--- config.mk ---
export PLATFORM = sky130hd
export DESIGN_NAME = ferry_move_sequencer
export DESIGN_NICKNAME = d
export VERILOG_FILES = /design/src/rtl/ferry_move_sequencer.sv
export SDC_FILE = /design/constraint.sdc
export NUM_CORES = 1
export LEC_CHECK = 0
export ABC_AREA = 1
export BUFFER_PORTS_ARGS = -buffer_cell sky130_fd_sc_hd__buf_2
export CORE_ASPECT_RATIO = 0.7
export CORE_UTILIZATION = 42
export CTS_CLUSTER_DIAMETER = 100
export CTS_CLUSTER_SIZE = 28
export DETAILED_ROUTE_END_ITERATION = 7
export MAX_ROUTING_LAYER = met4
export PLACE_DENSITY_LB_ADDON = 0.12
export SLEW_MARGIN = 20
export SYNTH_ARGS = -nofsm -noshare
export SYNTH_HDL_FRONTEND = slang
export SYNTH_SLANG_ARGS = --single-unit
--- constraint.sdc ---
create_clock -name clk -period 3.2 [get_ports clk]
set_input_delay 0.64 -clock clk [delete_from_list [all_inputs] [get_ports clk]]
set_output_delay 0.64 -clock clk [all_outputs]
set_load 0.02 [all_outputs]
--- src/rtl/ferry_move_sequencer.sv ---
// River-crossing move sequencer: checks cargo requests against bank/safety rules and strobes legal trips.
// Latency: response (trip+strobe or err) one cycle after handshake; busy TRIP_CYCLES cycles per trip.
// Backpressure: req_ready high only in IDLE; requests while busy are ignored, not queued.
// Optional: FERRY_AUTO_SOLVE_EN adds a start input that plays the built-in 7-trip solution.
module ferry_move_sequencer #(
  parameter int TRIP_CYCLES = 1,
  parameter int CNT_W       = 8,
  parameter int MAX_MOVES   = 15
) (
  input  logic             clk,
  input  logic             rst_n,
`ifdef FERRY_AUTO_SOLVE_EN
  input  logic             start,
`endif
  input  logic             req_valid,
  input  logic [1:0]       req_cargo,
  output logic             req_ready,
  output logic             w,
  output logic             g,
  output logic             c,
  output logic             trip,
  output logic             err,
  output logic [1:0]       err_code,
  output logic [3:0]       bank,
  output logic [CNT_W-1:0] move_cnt,
  output logic             done
);

  typedef enum logic [1:0] {S_IDLE, S_CROSS, S_DONE, S_FAIL} state_t;

  localparam int TW = (TRIP_CYCLES > 1) ? $clog2(TRIP_CYCLES) : 1;

  state_t           r_state;
  logic [TW-1:0]    r_tcnt;
  logic [3:0]       r_bank;
  logic [CNT_W-1:0] r_cnt;
  logic [1:0]       r_code;
  logic             r_w, r_g, r_c, r_trip, r_err, r_done;

  logic             w_req_vld;
  logic [1:0]       w_req_cargo;
  logic             w_take;
  logic             w_m, w_sel_bit, w_loc_bad, w_unsafe, w_limit;
  logic             w_wolf_rem, w_goat_rem, w_cab_rem;
  logic [1:0]       w_code;
  logic [3:0]       w_next_bank;

`ifdef FERRY_AUTO_SOLVE_EN
  logic       r_auto;
  logic [2:0] r_step;
  logic [1:0] w_rom;
  logic       w_start_hit;

  always_comb begin
    case (r_step)
      3'd0:    w_rom = 2'd2;
      3'd1:    w_rom = 2'd0;
      3'd2:    w_rom = 2'd1;
      3'd3:    w_rom = 2'd2;
      3'd4:    w_rom = 2'd3;
      3'd5:    w_rom = 2'd0;
      default: w_rom = 2'd2;
    endcase
  end

  assign w_start_hit = start && (r_state == S_IDLE) && (r_cnt == '0) && !r_auto;
  assign w_req_vld   = r_auto ? 1'b1 : (req_valid && !w_start_hit);
  assign w_req_cargo = r_auto ? w_rom : req_cargo;

  // Playback aborts on any reject so a bad ROM can never loop on errors.
  always_ff @(posedge clk or negedge rst_n) begin
    if (!rst_n) begin
      r_auto <= 1'b0;
      r_step <= '0;
    end else if (w_start_hit) begin
      r_auto <= 1'b1;
      r_step <= '0;
    end else if (r_auto && w_take) begin
      if (w_code != 2'd0 || r_step == 3'd6) r_auto <= 1'b0;
      else                                  r_step <= r_step + 3'd1;
    end
  end
`else
  assign w_req_vld   = req_valid;
  assign w_req_cargo = req_cargo;
`endif

  assign w_take = w_req_vld && (r_state == S_IDLE);
  assign w_m    = r_bank[3];

  always_comb begin
    case (w_req_cargo)
      2'd1:    w_sel_bit = r_bank[0];
      2'd2:    w_sel_bit = r_bank[1];
      2'd3:    w_sel_bit = r_bank[2];
      default: w_sel_bit = w_m;
    endcase
  end

  // Safety looks at the bank the boatman is leaving, minus whatever he takes.
  assign w_loc_bad  = (w_req_cargo != 2'd0) && (w_sel_bit != w_m);
  assign w_wolf_rem = (r_bank[0] == w_m) && (w_req_cargo != 2'd1);
  assign w_goat_rem = (r_bank[1] == w_m) && (w_req_cargo != 2'd2);
  assign w_cab_rem  = (r_bank[2] == w_m) && (w_req_cargo != 2'd3);
  assign w_unsafe   = w_goat_rem && (w_wolf_rem || w_cab_rem);
  assign w_limit    = (MAX_MOVES != 0) && (32'(r_cnt) == 32'(MAX_MOVES));
  assign w_code     = w_limit ? 2'd3 : w_loc_bad ? 2'd1 : w_unsafe ? 2'd2 : 2'd0;

  always_comb begin
    w_next_bank    = r_bank;
    w_next_bank[3] = ~w_m;
    case (w_req_cargo)
      2'd1:    w_next_bank[0] = ~w_m;
      2'd2:    w_next_bank[1] = ~w_m;
      2'd3:    w_next_bank[2] = ~w_m;
      default: ;
    endcase
  end

  always_ff @(posedge clk or negedge rst_n) begin
    if (!rst_n) begin
      r_state <= S_IDLE;
      r_tcnt  <= '0;
      r_bank  <= '0;
      r_cnt   <= '0;
      r_code  <= 2'd0;
      r_w     <= 1'b0;
      r_g     <= 1'b0;
      r_c     <= 1'b0;
      r_trip  <= 1'b0;
      r_err   <= 1'b0;
      r_done  <= 1'b0;
    end else begin
      r_w    <= 1'b0;
      r_g    <= 1'b0;
      r_c    <= 1'b0;
      r_trip <= 1'b0;
      r_err  <= 1'b0;
      case (r_state)
        S_IDLE: begin
          if (w_take) begin
            if (w_code == 2'd0) begin
              r_trip  <= 1'b1;
              r_w     <= (w_req_cargo == 2'd1);
              r_g     <= (w_req_cargo == 2'd2);
              r_c     <= (w_req_cargo == 2'd3);
              r_bank  <= w_next_bank;
              r_cnt   <= (&r_cnt) ? r_cnt : r_cnt + CNT_W'(1);
              r_code  <= 2'd0;
              r_tcnt  <= TW'(TRIP_CYCLES - 1);
              r_state <= S_CROSS;
            end else begin
              r_err  <= 1'b1;
              r_code <= w_code;
              if (w_code == 2'd3) r_state <= S_FAIL;
            end
          end
        end
        S_CROSS: begin
          if (r_tcnt == '0) begin
            if (r_bank == 4'hF) begin
              r_state <= S_DONE;
              r_done  <= 1'b1;
            end else begin
              r_state <= S_IDLE;
            end
          end else begin
            r_tcnt <= r_tcnt - TW'(1);
          end
        end
        default: ;
      endcase
    end
  end

  assign req_ready = (r_state == S_IDLE);
  assign w         = r_w;
  assign g         = r_g;
  assign c         = r_c;
  assign trip      = r_trip;
  assign err       = r_err;
  assign err_code  = r_code;
  assign bank      = r_bank;
  assign move_cnt  = r_cnt;
  assign done      = r_done;

endmodule

==> impl_metrics.env <==
export IMPL_status="completed"
export IMPL_grt_max_degree=23
export IMPL_cp_slowest_stage_delay_ns=0.52
export IMPL_boundaryPins=26
export IMPL_viasPerCell=4.66
export IMPL_path_cells="ha_1, inv_1, nand2_1, nand2_2, a21oi_2, nand2_2, nor2_4, nand2_2, nand2_1, nand2_1"
export IMPL_async_flop_share_pct=100
export IMPL_total_power_mw=0.457
export IMPL_regArea_um2=551
export IMPL_placed_area_mm2=0.00133
export IMPL_dp_cells=207
export IMPL_num_antenna_cells=0
export IMPL_syn_area_mm2=0.00119
export IMPL_grt_use_total_pct=17.7
export IMPL_grt_overflow=0
export IMPL_slew_headroom_pct=67.7
export IMPL_synthCells=150
export IMPL_clk_pin_slew_worst_paths_ns=0.07
export IMPL_drv_cap=0
export IMPL_multiInputGateArea_um2=527
export IMPL_numCtsBuffers=3
export IMPL_clock_path_buffers=2
export IMPL_grt_pass1_wl_mm=3.76
export IMPL_synthFlopType="dfrtp_1"
export IMPL_fp_dieArea_mm2=0.00305
export IMPL_p_sw_share_pct=19.8
export IMPL_powerDensity_mw_per_mm2=333
export IMPL_power_share_combinational_pct=4.2
export IMPL_post_cts_setup_buffers=0
export IMPL_stdcell_area_mm2=0.00137
export IMPL_cts_sinks=22
export IMPL_antenna_found_initial=0
export IMPL_fin_skew_ns=0.00530
export IMPL_rsz0062_at_grt="no"
export IMPL_clkLatencyLatePin_ns=0.25
export IMPL_holdBufCountCts=0
export IMPL_h_tree_depth=1
export IMPL_syn_area_per_cell_um2=7.92
export IMPL_syn_nets=157
export IMPL_fillers=237
export IMPL_final_layout_size_suffix_gt1_share_pct=23.9
export IMPL_rows=15
export IMPL_setup_viol=0
export IMPL_crit_path_start="bank[3]$_DFFE_PN0P_"
export IMPL_min_path_type="in -> async"
export IMPL_endpoint_kind="register"
export IMPL_die_h_um=46.5
export IMPL_post_route_min_period_ns=2.03
export IMPL_num_vias=979
export IMPL_ir_worst_vdd_v=0.000242
export IMPL_cp_slowest_cell="dfrtp_1"
export IMPL_clockPowerShare_pct=35.1
export IMPL_port_buffers=25
export IMPL_slew_violations=0
export IMPL_yosys_top_cells_area="dfrtp_1, nand2_1, nand3_1"
export IMPL_worstPathArrival_ns=2.17
export IMPL_coreArea_mm2=0.00257
export IMPL_cts_root_buffer="clkbuf_8"
export IMPL_pwr_share_seq_pct=60.8
export IMPL_synth_edff_count=0
export IMPL_ctsResizeCount=0
export IMPL_die_x_um=65.6
export IMPL_drt_total_wl_mm=2.29
export IMPL_place_congestion=0.820
export IMPL_crit_required_ns=3.34
export IMPL_reg2reg_from="bank[3]$_DFFE_PN0P_"
export IMPL_cts_tree="done"
export IMPL_grt_pass1_vias=825
export IMPL_cellLeakagePower_nw=0.860
export IMPL_worst_pin_slew_ns=0.485
export IMPL_initial_core_util_pct=46.2
export IMPL_synth_seq_cells=22
export IMPL_synth_common_cells="nand2_1, dfrtp_1, inv_1, nand3_1, nor2_1"
export IMPL_dr_pass1_iters=4
export IMPL_ys_seq_area_share_pct=46.4
export IMPL_critPathLaunchType="register"
export IMPL_synth_cell_types=22
export IMPL_max_clock_freq_mhz=493
export IMPL_yosys_cell_count_top_type="nand2_1"
export IMPL_drt_iter0_markers=60
export IMPL_ant_nets=0
export IMPL_p_switching_mw=0.0905
export IMPL_synth_top_area_share_pct=46.4
export IMPL_finalNetCount=185
export IMPL_critical_path_class="reg -> reg"
export IMPL_hpwl_mm=1.72
export IMPL_finalNonFillerCells=210
export IMPL_syn2layout_area_growth_pct=15.7
export IMPL_synth_top_area_cell="dfrtp_1"
export IMPL_yosysWarnings=0
export IMPL_finalCritPeriodShare_pct=63.4
export IMPL_crit_fanout=15
export IMPL_internal_power_mw=0.367
export IMPL_finalSetupTns_ns=0
export IMPL_drc=0
export IMPL_finalHoldViolCount=0
export IMPL_routedWlPerCell_um=10.9
==> power by group through the flow <==
stage	combinational [mW]	clock, mW	sequential, mW
6_report	0.0191	0.160	0.278
5_1_grt	0.0221	0.183	0.278
4_1_cts	0.0196	0.169	0.278
3_5_place_dp	0.0196	0	0.283
3_3_place_gp	0.0195	0	0.283
2_1_floorplan	0.00923	0	0.283
==> cells by family after synthesis <==
| family | count (synthesis) | synth area share (%) |
|---|---|---|
| xor gates and xnor gates | 7 | 5.16 |
| buffers and inverters | 24 | 9.27 |
| AOI/OAI and AO/OA | 5 | 2.42 |
| and+or+nand+nor | 90 | 34.7 |
| DFF | 22 | 46.4 |
| adders and majority gates | 2 | 2.11 |
==> path summary, 6_finish.rpt <==
| kind | cells after the start | end | slack [ns] |
|---|---|---|---|
| setup / recovery | 10 | move_cnt[2]$_DFFE_PN0P_ | 1.17 |
| hold / removal | 1 | move_cnt[7]$_DFFE_PN0P_ | 0.34 |
| setup reg to reg | 10 | move_cnt[2]$_DFFE_PN0P_ | 1.17 |
| hold reg to reg | 2 | done$_DFFE_PN0P_ | 0.47 |
| max in group asynchronous | 1 | bank[1]$_DFFE_PN0P_ | 2.53 |
| min in group clk | 2 | done$_DFFE_PN0P_ | 0.47 |
==> cells in the final DEF (no fill, tap or decap) <==
cell / n
a21oi_1: 2
a21oi_2: 1
buf_2: 25
clkbuf_8: 3
dfrtp_1: 22
ha_1: 2
inv_1: 19
inv_2: 2
inv_6: 1
nand2_1: 48
nand2_2: 5
nand3_1: 18
nand3_2: 2
nand3b_1: 1
nand4_1: 1
nor2_1: 9
nor2_2: 1
nor2_4: 1
nor3_1: 3
nor3_2: 1
o21ai_0: 2
xnor2_1: 1
xor2_1: 6
==> registers in the layout (all words and copies together) (netlist names) <==
name / cells
bank: 4
c: 1
done: 1
err: 1
err_code: 2
g: 1
move_cnt: 8
r_state: 2
trip: 1
w: 1
==> metrics by stage <==
stage                     hold WS [ns]  setup WS, ns  utilization, %
after floorplan                  0.344          1.58               -
after global placement           0.444          1.17            51.8
after detailed placement         0.455          1.14            51.8
after CTS                        0.351          1.17            53.4
after global routing             0.357          1.04            53.4
final                            0.337          1.17            53.4
==> area by class of cell <==
class                   instances  area share, %
flip-flops and latches         22           40.1
multi-input cells             104           38.3
repair buffers                 25           9.11
inverters                      22           6.38
well taps                      34           3.10
clock buffers                   3           3.01
==> metal layers <==
metal  share of wire (%)  GRT usage [%]  wire [µm]  vias up
met1                  53           24.2       1210      428
met4                0.83           5.22         19        0
met2                  40           24.7        923       29
li1                    -              -          -      520
met5                   0              -          0        -
met3                 5.9           5.94        136        2
==> worst max-delay path: cells and delay by family (launching register included) <==
| kind | cells | cell delay, ns |
|---|---|---|
| fa+ha+maj | 1 | 0.34 |
| buf+inv | 1 | 0.03 |
| flops | 1 | 0.52 |
| simple gates | 7 | 0.90 |
| compound gates | 1 | 0.12 |
(Power assumes the default switching activity.)
